<file path="src/rtl/draw_pkg.sv">
// Shared definitions for the draw-port arbiter: FSM encoding and default geometry.
package draw_pkg;

    localparam int X_MAX_DEF  = 320;
    localparam int Y_MAX_DEF  = 240;
    localparam int ADDR_W_DEF = 17;

    typedef enum logic [2:0] {
        IDLE  = 3'd0,
        GRANT = 3'd1,
        SCAN  = 3'd2,
        FLUSH = 3'd3,
        DONE  = 3'd4
    } state_e;

endpackage

</file>
<file path="src/rtl/draw_arbiter_rr_pick.sv">
// Combinational round-robin picker: first asserted request at or after rr_ptr, wrapping.
module rr_pick #(
    parameter int NUM_REQ = 4
) (
    input  logic [NUM_REQ-1:0]         req,
    input  logic [$clog2(NUM_REQ)-1:0] rr_ptr,
    output logic [NUM_REQ-1:0]         gnt,
    output logic [$clog2(NUM_REQ)-1:0] idx
);

    localparam int IDX_W = $clog2(NUM_REQ);

    logic found;

    // Walk the requesters starting from the pointer; the first hit wins.
    always_comb begin
        gnt   = '0;
        idx   = '0;
        found = 1'b0;
        for (int i = 0; i < NUM_REQ; i++) begin
            if (!found && req[(int'(rr_ptr) + i) % NUM_REQ]) begin
                found                                = 1'b1;
                gnt[(int'(rr_ptr) + i) % NUM_REQ]    = 1'b1;
                idx                                  = IDX_W'((int'(rr_ptr) + i) % NUM_REQ);
            end
        end
    end

endmodule

</file>
<file path="src/rtl/draw_arbiter.sv">
// Arbitrates the VGA pixel port / sprite-ROM address bus among NUM_REQ draw
// requesters, raster-scans the owner's region and aligns x/y/plot to ROM data.
module draw_arbiter
    import draw_pkg::*;
#(
    parameter int NUM_REQ = 4,
    parameter int X_MAX   = X_MAX_DEF,
    parameter int Y_MAX   = Y_MAX_DEF,
    parameter int ADDR_W  = ADDR_W_DEF,
    parameter int ROM_LAT = 1
) (
    input  logic                       clk,
    input  logic                       resetn,
    input  logic [NUM_REQ-1:0]         req,
    input  logic [8*NUM_REQ-1:0]       y_start,
    input  logic                       abort,
    output logic [NUM_REQ-1:0]         grant,
    output logic [$clog2(NUM_REQ)-1:0] sel,
    output logic [ADDR_W-1:0]          addr,
    output logic [8:0]                 x,
    output logic [7:0]                 y,
    output logic                       plot,
    output logic [NUM_REQ-1:0]         done,
    output logic                       busy
);

    localparam int SEL_W = $clog2(NUM_REQ);
    localparam int FL_W  = (ROM_LAT > 1) ? $clog2(ROM_LAT) : 1;

    if (NUM_REQ < 2 || ROM_LAT < 1 || X_MAX > 512 || Y_MAX > 256 ||
        X_MAX * Y_MAX > (1 << ADDR_W)) begin : g_param_chk
        $error("draw_arbiter: illegal parameter combination");
    end

    state_e                   state_q, state_d;
    logic [NUM_REQ-1:0]       grant_q, grant_d;
    logic [SEL_W-1:0]         sel_q, sel_d;
    logic [SEL_W-1:0]         rr_q, rr_d;
    logic [ADDR_W-1:0]        addr_q, addr_d;
    logic [8:0]               cx_q, cx_d;
    logic [7:0]               cy_q, cy_d;
    logic [FL_W-1:0]          flush_cnt_q, flush_cnt_d;

    // Alignment pipe: stage 0 takes the live scan position, last stage drives VGA.
    logic [ROM_LAT-1:0][8:0]  x_pipe_q, x_pipe_d;
    logic [ROM_LAT-1:0][7:0]  y_pipe_q, y_pipe_d;
    logic [ROM_LAT-1:0]       vld_pipe_q, vld_pipe_d;

    logic [NUM_REQ-1:0][7:0]  ys_a;
    logic [NUM_REQ-1:0]       pick_gnt;
    logic [SEL_W-1:0]         pick_idx;
    logic [SEL_W-1:0]         rr_next;
    logic                     strobe;
    logic                     kill;

    assign ys_a    = y_start;
    assign rr_next = SEL_W'((int'(sel_q) + 1) % NUM_REQ);
    assign strobe  = (state_q == SCAN);
    assign kill    = abort && (state_q == GRANT || state_q == SCAN || state_q == FLUSH);

    rr_pick #(.NUM_REQ(NUM_REQ)) u_pick (
        .req    (req),
        .rr_ptr (rr_q),
        .gnt    (pick_gnt),
        .idx    (pick_idx)
    );

    // Arbitration FSM and raster counters.
    always_comb begin
        state_d     = state_q;
        grant_d     = grant_q;
        sel_d       = sel_q;
        rr_d        = rr_q;
        addr_d      = addr_q;
        cx_d        = cx_q;
        cy_d        = cy_q;
        flush_cnt_d = flush_cnt_q;
        case (state_q)
            IDLE: begin
                if (|req) begin
                    // Owner and first row are captured here, so GRANT sees them registered.
                    state_d = GRANT;
                    grant_d = pick_gnt;
                    sel_d   = pick_idx;
                    addr_d  = '0;
                    cx_d    = '0;
                    cy_d    = ys_a[pick_idx];
                end
            end
            GRANT: begin
                state_d = (int'(cy_q) >= Y_MAX) ? DONE : SCAN;
            end
            SCAN: begin
                if (cx_q == 9'(X_MAX - 1) && cy_q == 8'(Y_MAX - 1)) begin
                    // Last pixel: hold counters and address so addr ends at count-1.
                    state_d     = FLUSH;
                    flush_cnt_d = '0;
                end else begin
                    addr_d = addr_q + ADDR_W'(1);
                    if (cx_q == 9'(X_MAX - 1)) begin
                        cx_d = '0;
                        cy_d = cy_q + 8'd1;
                    end else begin
                        cx_d = cx_q + 9'd1;
                    end
                end
            end
            FLUSH: begin
                if (flush_cnt_q == FL_W'(ROM_LAT - 1)) state_d = DONE;
                else                                   flush_cnt_d = flush_cnt_q + FL_W'(1);
            end
            DONE: begin
                state_d = IDLE;
                grant_d = '0;
                rr_d    = rr_next;
            end
            default: state_d = IDLE;
        endcase
        // Abort drops the port without a done pulse but still rotates priority.
        if (kill) begin
            state_d = IDLE;
            grant_d = '0;
            rr_d    = rr_next;
        end
    end

    // Alignment pipe shift; abort flushes it so nothing stale gets plotted.
    always_comb begin
        x_pipe_d   = x_pipe_q;
        y_pipe_d   = y_pipe_q;
        vld_pipe_d = vld_pipe_q;
        if (kill) begin
            x_pipe_d   = '0;
            y_pipe_d   = '0;
            vld_pipe_d = '0;
        end else begin
            x_pipe_d[0]   = cx_q;
            y_pipe_d[0]   = cy_q;
            vld_pipe_d[0] = strobe;
            for (int i = 1; i < ROM_LAT; i++) begin
                x_pipe_d[i]   = x_pipe_q[i-1];
                y_pipe_d[i]   = y_pipe_q[i-1];
                vld_pipe_d[i] = vld_pipe_q[i-1];
            end
        end
    end

    // Control and counter registers.
    always_ff @(posedge clk or negedge resetn) begin
        if (!resetn) begin
            state_q     <= IDLE;
            grant_q     <= '0;
            sel_q       <= '0;
            rr_q        <= '0;
            addr_q      <= '0;
            cx_q        <= '0;
            cy_q        <= '0;
            flush_cnt_q <= '0;
        end else begin
            state_q     <= state_d;
            grant_q     <= grant_d;
            sel_q       <= sel_d;
            rr_q        <= rr_d;
            addr_q      <= addr_d;
            cx_q        <= cx_d;
            cy_q        <= cy_d;
            flush_cnt_q <= flush_cnt_d;
        end
    end

    // Alignment pipe registers.
    always_ff @(posedge clk or negedge resetn) begin
        if (!resetn) begin
            x_pipe_q   <= '0;
            y_pipe_q   <= '0;
            vld_pipe_q <= '0;
        end else begin
            x_pipe_q   <= x_pipe_d;
            y_pipe_q   <= y_pipe_d;
            vld_pipe_q <= vld_pipe_d;
        end
    end

    assign grant = grant_q;
    assign sel   = sel_q;
    assign addr  = addr_q;
    assign x     = x_pipe_q[ROM_LAT-1];
    assign y     = y_pipe_q[ROM_LAT-1];
    assign plot  = vld_pipe_q[ROM_LAT-1];
    assign done  = (state_q == DONE) ? grant_q : '0;
    assign busy  = (state_q != IDLE);

endmodule
</file>
<file path="config.mk">
export PLATFORM = sky130hd
export DESIGN_NAME = draw_arbiter
export DESIGN_NICKNAME = d
export VERILOG_FILES = /design/src/rtl/draw_pkg.sv /design/src/rtl/draw_arbiter_rr_pick.sv /design/src/rtl/draw_arbiter.sv
export SDC_FILE = /design/constraint.sdc
export NUM_CORES = 1
export LEC_CHECK = 0
export BUFFER_PORTS_ARGS = -buffer_cell sky130_fd_sc_hd__buf_2
export CAP_MARGIN = 40
export CORE_AREA = 3 3 92 94
export DETAILED_ROUTE_END_ITERATION = 6
export DIE_AREA = 0 0 95 97
export GPL_TIMING_DRIVEN = 0
export PLACE_DENSITY_LB_ADDON = 0.08
export SLEW_MARGIN = 20
export SYNTH_ARGS = -nofsm -noshare
export SYNTH_HDL_FRONTEND = slang
export SYNTH_HIERARCHICAL = 1
export SYNTH_SLANG_ARGS = --single-unit
</file>
<file path="constraint.sdc">
create_clock -name clk -period 3 [get_ports clk]
set_input_delay 0.6 -clock clk [delete_from_list [all_inputs] [get_ports clk]]
set_output_delay 0.6 -clock clk [all_outputs]
set_load 0.005 [all_outputs]
</file>
==> impl_metrics.py, run 1 <==
metrics = {
    "clocking": {
        "tritoncts": "built",
        "cts_buffers": 9,
        "cts.path.max_buffers": 2,
        "cts.sinks": 63,
        "path_clk_slew_ns": 0.08,
        "htreeDepth": 3,
        "hold_buffers": 0,
        "cts.root.buffer_cell": "clkbuf_8",
        "clock_latency_ns": 0.35,
    },
    "route": {
        "via_count": 3476,
        "wl_per_cell_um": 16.9,
        "drt_first_pass_iters": 4,
        "via_per_inst": 5.90,
        "drt-initial-drc-count": 166,
        "wl_mm": 9.94,
        "ant_nets": 0,
        "route.detailed.drc": 0,
    },
    "worst_setup_path": {
        "start_kind": "flop",
        "worstPathMaxFanout": 10,
        "critPathCaptureType": "flop",
        "path_class": "reg -> reg",
        "required_ns": 3.23,
        "rrSetupSlack_ns": 0.07,
        "arrival_ns": 3.16,
    },
    "placement": {
        "place_inst": 559,
        "dp_hpwl_mm": 6.89,
        "gp_congestion": 0.770,
        "numPortBuffers": 84,
        "placed_cell_area_um2": 4440,
    },
    "synth": {
        "synth_compound_area_frac": 0.209,
        "synthMuxAreaShare": 0.107,
        "yosys.area_share.adder": 0.0260,
        "synthFlopType": "dfrtp_1",
        "synth_top_family_by_area": "compound AO/OA/AOI/OAI gates",
        "ys_types": 61,
        "ys_seq_area_frac": 0.409,
        "synth_nets": 419,
        "synthArstFlopShare": 1.00,
        "synth_area_um2": 3850,
        "syn-mean-instance-area_um2": 10.4,
        "ys_warn_count": 6,
        "synth_edf_count": 0,
        "synth-seq-cells": 63,
        "synthXorXnorAreaFrac": 0.00227,
        "synth_top_area_frac": 0.409,
        "synth.largest_area_cell": "dfrtp_1",
        "synthCells": 372,
        "yosys.area_share.simple": 0.200,
        "ys_top_cells_by_area": "dfrtp_1, mux4_2, a31oi_1",
    },
    "final_layout": {
        "fin_area_um2": 4810,
        "utilization": 0.623,
        "final_common_cell": "buf_2",
        "num_antenna_cells": 0,
        "final_cell_mix": "buf_2, dfrtp_1, nand2_1",
        "fin_cells": 589,
        "drive_gt1_frac": 0.368,
        "finalNetCount": 529,
        "syn2layout_area_growth_pct": 24.8,
    },
    "floorplan": {
        "core_um2": 7730,
        "dieArea_um2": 9220,
        "die_h_um": 97,
        "io_pins": 85,
        "initial_core_util": 0.499,
        "dieWidth_um": 95,
        "num_rows": 32,
    },
    "sta": {
        "fin_crit_sh": 0.977,
        "tightestPinTransition_ns": 0.659,
        "finalHoldViolCount": 0,
        "slew_violations": 0,
        "fmax_mhz": 341,
        "holdWs_ns": 0.137,
        "setup_viol": 0,
        "period_minus_slack_ns": 2.93,
        "maxSlewHeadroom": 0.560,
        "finClkSkew_ns": 0.00680,
    },
    "min_path": {
        "hold_class": "in -> async",
    },
    "global_route": {
        "grt_max_degree": 40,
        "grt_pass1_wl_mm": 16.7,
        "grt_pass1_vias": 3398,
        "antenna_found_initial": 0,
        "grt_overflow_total": 0,
        "grt_use_total": 0.227,
    },
    "power_and_ir_drop": {
        "power_leakage_uw": 0.00220,
        "peakVddDrop_v": 0.000542,
        "p_per_area_nw_per_um2": 1080,
    },
    "status": {
        "outcome": "completed",
    },
    "flow_run": {
        "drv_cap": 0,
    },
}
==> area by class of cell <==
type | instances | area [um^2]
fill | 680 | 2920
sequential | 63 | 1580
timing repair buffer | 99 | 548
buffer | 25 | 168
multi-input combinational | 278 | 2140
clock buffer | 10 | 138
clock inverter | 6 | 92.6
tap | 102 | 128
inverter | 6 | 22.5
==> routing by layer <==
layer	global-route usage	wire length, um
met5	0	0
met3	0.0544	534
met1	0.307	4270
met2	0.359	4980
met4	0.0721	153
==> what timing repair did <==
item / in CTS / in global routing
pin swaps: 0 / 3
resized for setup: 3 / 5
setup buffers: 8 / 6
endpoints found under the setup margin: 8 / 8
==> cell usage after synthesis (2+ instances only) <==
master	count
o31ai_1	2
a2bb2oi_1	6
mux2_2	4
inv_1	5
a32oi_1	2
o22ai_1	4
o21ai_0	11
nor2b_1	20
nor2_1	20
and3_1	9
buf_6	6
o21ai_4	2
nor4b_1	3
nand4_1	7
a31oi_1	21
mux2i_1	8
nor4_1	9
clkbuf_1	6
o21ai_1	7
o21a_1	12
a221o_1	3
ha_1	8
a21oi_1	7
nor3_1	12
a21oi_2	10
buf_1	2
mux4_2	11
a22oi_1	8
and4_1	2
and4b_1	3
o211ai_1	3
o311a_1	2
buf_2	10
nand2_1	26
dfrtp_1	63
nand3_1	12
nor3_4	2
==> critical path, cell delays in order, from the launching register on <==
cell and delay (ns):
dfrtp_2 0.38, buf_6 0.14, inv_1 0.09, ha_4 0.31, mux4_2 0.35, buf_4 0.18, buf_4 0.15, nor3_2 0.20
o22ai_2 0.10, buf_4 0.16, mux4_2 0.28, or2_2 0.28, o31ai_1 0.08, a2bb2oi_1 0.10
==> logic make-up (layout without fill, tap and decap cells) <==
| kind of cell | after synthesis | after routing |
|---|---|---|
| xor+xnor | 1 | 1 |
| flops | 63 | 63 |
| buf+inv | 31 | 146 |
| compound gates | 110 | 110 |
| fa+ha+maj | 8 | 8 |
| simple gates | 134 | 134 |
| mux | 25 | 25 |
==> state kept, by name, summed over array words and instances, names as in the netlist <==
| register | count |
|---|---|
| cx_q | 9 |
| addr | 17 |
| sel | 2 |
| grant | 4 |
| cy_q | 8 |
| rr_q | 2 |
| state_q | 3 |
| x | 9 |
| plot | 1 |
| y | 8 |
==> stage by stage <==
step / setup TNS, ns / power, uW / setup WS, ns
4_1_cts: 0 / 5090 / 0.00851
3_5_place_dp: -1.75 / 4070 / -0.382
5_1_grt: -0.0857 / 5600 / -0.0478
6_report: 0 / 5210 / 0.0699
3_3_place_gp: -1.45 / 4010 / -0.359
2_1_floorplan: 0 / 3360 / 0.0143
==> power by group <==
group | total (uW) | internal [uW] | switching, uW
clock | 864 | 494 | 369
sequential | 1410 | 1140 | 267
combinational | 2940 | 1460 | 1480
==> path summary, 6_finish.rpt <==
kind,from,end,cells past startpoint
setup / recovery,rr_q[0],cy_q[7],13
hold / removal,resetn,cy_q[7],1
setup reg to reg,rr_q[0],cy_q[7],13
hold reg to reg,cx_q[4],cx_q[4],1
max in group asynchronous,resetn,rr_q[0],2
min in group clk,abort,plot,2
Power figures use the tool's default switching activity.
==> run 2: changes to the inputs <==
--- a/config.mk
+++ b/config.mk
@@ -7,9 +7,9 @@
 export LEC_CHECK = 0
 export BUFFER_PORTS_ARGS = -buffer_cell sky130_fd_sc_hd__buf_2
 export CAP_MARGIN = 40
-export CORE_AREA = 3 3 92 94
+export CORE_AREA = 3 3 88 90
 export DETAILED_ROUTE_END_ITERATION = 6
-export DIE_AREA = 0 0 95 97
+export DIE_AREA = 0 0 91 93
 export GPL_TIMING_DRIVEN = 0
 export PLACE_DENSITY_LB_ADDON = 0.08
 export SLEW_MARGIN = 20
==> constraint.sdc (replaced) <==
create_clock -name clk -period 3.2 [get_ports clk]
set_input_delay 0.64 -clock clk [delete_from_list [all_inputs] [get_ports clk]]
set_output_delay 0.64 -clock clk [all_outputs]
set_load 0.005 [all_outputs]
==> impl_metrics.py, run 2 (synthesis results as in run 1) <==
metrics = {
    "final_layout": {
        "fillers": 609,
        "num_antenna_cells": 0,
        "final_cell_mix": "buf_2, dfrtp_1, nand2_1",
        "drive_gt1_frac": 0.353,
        "finalNetCount": 524,
        "syn2layout_area_growth_pct": 22.8,
        "largest_register_ffs": 17,
        "final_common_cell": "buf_2",
        "fin_area_um2": 4740,
    },
    "global_route": {
        "grt_pass1_vias": 3173,
        "grt_overflow_total": 0,
        "antenna_found_initial": 0,
        "grt_pass1_wl_mm": 15.4,
        "grt_max_degree": 51,
        "grt_use_total": 0.226,
    },
    "route": {
        "drt_first_pass_iters": 5,
        "drt-initial-drc-count": 168,
        "via_per_inst": 5.81,
        "via_count": 3378,
        "wl_per_cell_um": 16.3,
        "ant_nets": 0,
        "route.detailed.drc": 0,
        "wl_mm": 9.46,
    },
    "power_and_ir_drop": {
        "power_uw": 4710,
        "pwr-share-clk": 0.158,
        "p_sw_frac": 0.411,
        "p_per_area_nw_per_um2": 994,
        "switchingPower_uw": 1940,
        "peakVddDrop_v": 0.000677,
        "internal_power_uw": 2770,
        "combPwrFrac": 0.561,
        "power_leakage_uw": 0.00217,
        "pwr-share-seq": 0.281,
    },
    "clocking": {
        "clock_latency_ns": 0.35,
        "cts.sinks": 63,
        "tritoncts": "built",
        "cts_buffers": 9,
        "path_clk_slew_ns": 0.08,
        "hold_buffers": 0,
        "cts.path.max_buffers": 2,
        "cts.root.buffer_cell": "clkbuf_8",
        "htreeDepth": 3,
    },
    "sta": {
        "maxSlewHeadroom": 0.554,
        "finClkSkew_ns": 0.00999,
        "setup_tns_ns": 0,
        "finalHoldViolCount": 0,
        "fmax_mhz": 329,
        "slew_violations": 0,
        "tightestPinTransition_ns": 0.667,
        "holdWs_ns": 0.143,
        "setup_viol": 0,
        "rsz0062_at_grt": "no",
        "period_minus_slack_ns": 3.04,
        "fin_crit_sh": 0.951,
    },
    "status": {
        "outcome": "completed",
    },
    "floorplan": {
        "dieWidth_um": 91,
        "initial_core_util": 0.540,
        "io_pins": 85,
        "num_rows": 31,
        "dieArea_um2": 8460,
        "die_h_um": 93,
        "core_um2": 7140,
    },
    "worst_setup_path": {
        "rrSetupSlack_ns": 0.16,
        "critPathCaptureType": "flop",
        "worstPathMaxFanout": 10,
        "arrival_ns": 3.26,
        "start_kind": "flop",
        "cp-startpoint": "rr_q[0]",
        "path_class": "reg -> reg",
        "required_ns": 3.42,
        "reg2reg_from": "rr_q[0]",
    },
    "placement": {
        "dp_hpwl_mm": 6.73,
        "placed_cell_area_um2": 4430,
        "numPortBuffers": 84,
        "gp_congestion": 0.892,
    },
    "min_path": {
        "hold_class": "in -> async",
    },
    "flow_run": {
        "drv_cap": 0,
    },
}
## run 2: final timing paths
check,depth (start not counted),to
setup / recovery,13,cy_q[7]
hold / removal,1,cx_q[7]
setup reg to reg,13,cy_q[7]
hold reg to reg,1,cx_q[4]
max in group asynchronous,2,rr_q[0]
min in group clk,1,cx_q[4]
## run 2: power by group through the flow
stage | clock [uW] | sequential (uW) | combinational [uW]
after global routing | 799 | 1360 | 2890
after detailed placement | 0 | 1340 | 2420
after global placement | 0 | 1340 | 2390
after floorplan | 0 | 1310 | 1820
final | 744 | 1320 | 2640
after CTS | 765 | 1330 | 2540
## run 2: area by class of cell
cell class / instances / area [um^2] / share of cell area
inverter: 6 / 22.5 / 0.00476
buffer: 25 / 164 / 0.0346
clock buffer: 11 / 151 / 0.0320
clock inverter: 5 / 63.8 / 0.0135
timing repair buffer: 94 / 518 / 0.109
multi-input combinational: 278 / 2110 / 0.446
sequential: 63 / 1580 / 0.333
tap: 99 / 124 / 0.0262
## run 2: metal layers
layer	share of wire	GRT usage	vias up
li1	-	-	1643
met1	0.46	0.320	1598
met2	0.47	0.351	119
met3	0.052	0.0475	18
met4	0.017	0.0741	0
met5	0	0	-
## run 2: stage by stage
stage | cells | setup WS [ns] | utilization
2_1_floorplan | 372 | 0.0105 | -
3_3_place_gp | 555 | -0.377 | 0.617
3_5_place_dp | 556 | -0.425 | 0.621
4_1_cts | 577 | 0.0424 | 0.658
5_1_grt | 581 | 0.0265 | 0.664
6_report | 581 | 0.157 | 0.664
## run 2: worst max-delay path: stages, from the launching register on
cell	delay, ns
dfrtp_2	0.41
buf_4	0.17
inv_1	0.15
ha_4	0.25
mux4_2	0.34
nor2b_4	0.20
o21ai_1	0.08
and3_1	0.18
o22ai_1	0.16
buf_4	0.18
mux4_2	0.29
or2_2	0.30
o31ai_1	0.09
a2bb2oi_1	0.10
## run 2: timing repair
action,4_1_cts,5_1_grt
resized for setup,6,1
endpoints found under the setup margin,8,3
endpoints found under the hold margin,0,0
buffers inserted,5,4
==> run 3: changes to the inputs <==
--- a/config.mk
+++ b/config.mk
@@ -7,9 +7,10 @@
 export LEC_CHECK = 0
 export BUFFER_PORTS_ARGS = -buffer_cell sky130_fd_sc_hd__buf_2
 export CAP_MARGIN = 40
-export CORE_AREA = 3 3 88 90
+export CORE_AREA = 3 3 92 94
+export CTS_BUF_LIST = sky130_fd_sc_hd__clkbuf_4 sky130_fd_sc_hd__clkbuf_8 sky130_fd_sc_hd__clkbuf_16
 export DETAILED_ROUTE_END_ITERATION = 6
-export DIE_AREA = 0 0 91 93
+export DIE_AREA = 0 0 95 97
 export GPL_TIMING_DRIVEN = 0
 export PLACE_DENSITY_LB_ADDON = 0.08
 export SLEW_MARGIN = 20
==> constraint.sdc (replaced) <==
create_clock -name clk -period 2.58 [get_ports clk]
set_input_delay 0.516 -clock clk [delete_from_list [all_inputs] [get_ports clk]]
set_output_delay 0.516 -clock clk [all_outputs]
set_load 0.005 [all_outputs]
==> impl_metrics.py, run 3 (synthesis results as in run 1) <==
metrics = {
    "floorplan": {
        "die_h_um": 97,
        "initial_core_util": 0.499,
        "io_pins": 85,
        "dieWidth_um": 95,
        "num_rows": 32,
        "dieArea_um2": 9220,
        "core_um2": 7730,
    },
    "route": {
        "ant_nets": 0,
        "via_count": 3566,
        "wl_mm": 10.2,
        "wl_per_cell_um": 16.9,
        "via_per_inst": 5.91,
        "route.detailed.drc": 0,
        "drt-initial-drc-count": 171,
        "drt_first_pass_iters": 5,
    },
    "flow_run": {
        "drv_cap": 0,
    },
    "sta": {
        "setup_viol": 8,
        "finalHoldViolCount": 0,
        "fin_crit_sh": 1.06,
        "fmax_mhz": 365,
        "period_minus_slack_ns": 2.74,
        "setup_ws_ns": -0.158,
        "finClkSkew_ns": 0.0113,
        "maxSlewHeadroom": 0.540,
        "slew_violations": 0,
        "tightestPinTransition_ns": 0.690,
        "rsz0062_at_grt": "yes",
    },
    "power_and_ir_drop": {
        "peakVddDrop_v": 0.000948,
        "power_leakage_uw": 0.00228,
        "p_per_area_nw_per_um2": 1280,
        "power_uw": 6380,
    },
    "min_path": {
        "whs_path_depth": 2,
        "hold_class": "in -> reg",
        "hold_start": "abort",
        "hold_end": "plot",
    },
    "placement": {
        "placed_cell_area_um2": 4460,
        "dp_hpwl_mm": 6.77,
        "numPortBuffers": 84,
        "gp_congestion": 0.877,
    },
    "final_layout": {
        "num_antenna_cells": 0,
        "multi_input_area_um2": 2200,
        "fin_area_um2": 4970,
        "regArea_um2": 1580,
        "fillers": 641,
        "largest_register_ffs": 17,
        "finalNetCount": 543,
        "final_cell_mix": "buf_2, dfrtp_1, buf_4",
        "syn2layout_area_growth_pct": 29.0,
        "final_common_cell": "buf_2",
        "drive_gt1_frac": 0.409,
    },
    "worst_setup_path": {
        "worstRegToRegCells": 12,
        "crit_path_max_incr_delay_ns": 0.51,
        "rrSetupSlack_ns": -0.16,
        "worstPathMaxFanout": 8,
        "critical_path.cell_chain": "buf_6, inv_4, ha_4, mux4_2, buf_6, nor2_1, o31ai_1, buf_4, mux4_2, or2_4, o31ai_4, a2bb2oi_2",
        "reg2reg_from": "rr_q[0]",
        "cp_slowest_cell": "mux4_2",
        "arrival_ns": 2.96,
        "required_ns": 2.80,
        "start_kind": "flop",
        "path_class": "reg -> reg",
        "critPathCaptureType": "flop",
        "timing.rr.end": "cy_q[7]",
        "cp-startpoint": "rr_q[0]",
    },
    "global_route": {
        "grt_overflow_total": 0,
        "grt_pass1_wl_mm": 16.7,
        "antenna_found_initial": 0,
        "grt_max_degree": 56,
        "grt_pass1_vias": 3415,
        "grt_use_total": 0.227,
    },
    "clocking": {
        "cts.path.max_buffers": 2,
        "cts.sinks": 63,
        "cts.root.buffer_cell": "clkbuf_8",
        "path_clk_slew_ns": 0.07,
        "cts_buffers": 9,
        "htreeDepth": 3,
        "clock_latency_ns": 0.35,
        "tritoncts": "built",
    },
    "status": {
        "violations": "negative setup slack",
        "outcome": "complete, but fails checks",
    },
}
run 3: final cells by class:
cell class | instances | area share
Clock inverter | 6 | 0.0123
Sequential cell | 63 | 0.317
Inverter | 6 | 0.00503
Tap cell | 102 | 0.0257
Multi-Input combinational cell | 278 | 0.442
Timing Repair Buffer | 113 | 0.136
Clock buffer | 10 | 0.0264
Buffer | 25 | 0.0345
run 3: per-stage QoR:
stage	util	hold WS (ns)	std cells	TNS (ns)	setup slack, ns
final	0.644	0.421	603	-0.795	-0.158
after global routing	0.644	0.396	603	-2.00	-0.292
after CTS	0.627	0.405	595	-0.427	-0.104
after detailed placement	0.578	0.355	559	-3.43	-0.547
after global placement	0.574	0.521	558	-3.46	-0.549
after floorplan	-	0.220	372	-1.06	-0.243
run 3: where the power goes:
| group | internal [uW] | switching (uW) |
|---|---|---|
| logic | 1990 | 1890 |
| clock network | 453 | 398 |
| registers | 1330 | 325 |
| total | 3770 | 2610 |
run 3: layer usage:
metal	GRT usage	part of all wire	vias to the layer above	routed length, um
li1	-	-	1680	-
met1	0.323	0.44	1745	4490
met2	0.345	0.49	129	5000
met3	0.0614	0.061	12	624
met4	0.0499	0.010	0	104
met5	0	0	-	0
run 3: worst max path at each step:
stage | to | depth (start not counted)
6_report | cy_q[7] | 12
5_1_grt | cy_q[7] | 13
4_1_cts | cy_q[7] | 12
3_5_place_dp | cy_q[7] | 13
3_3_place_gp | cy_q[7] | 12
2_1_floorplan | cy_q[7] | 12
run 3: repair_timing:
action,CTS,global route
endpoints found under the setup margin,8,8
pin swaps,8,9
setup buffers,19,8
resized for setup,9,14
hold endpoints to repair,8,0
hold buffers,1,0
run 3: critical path, delay by kind of cell (launching register included):
kind,cells,cell delay (ns)
fa+ha+maj,1,0.20
simple gates,2,0.32
compound gates,3,0.35
buf+inv,4,0.53
flops,1,0.42
mux,2,0.79
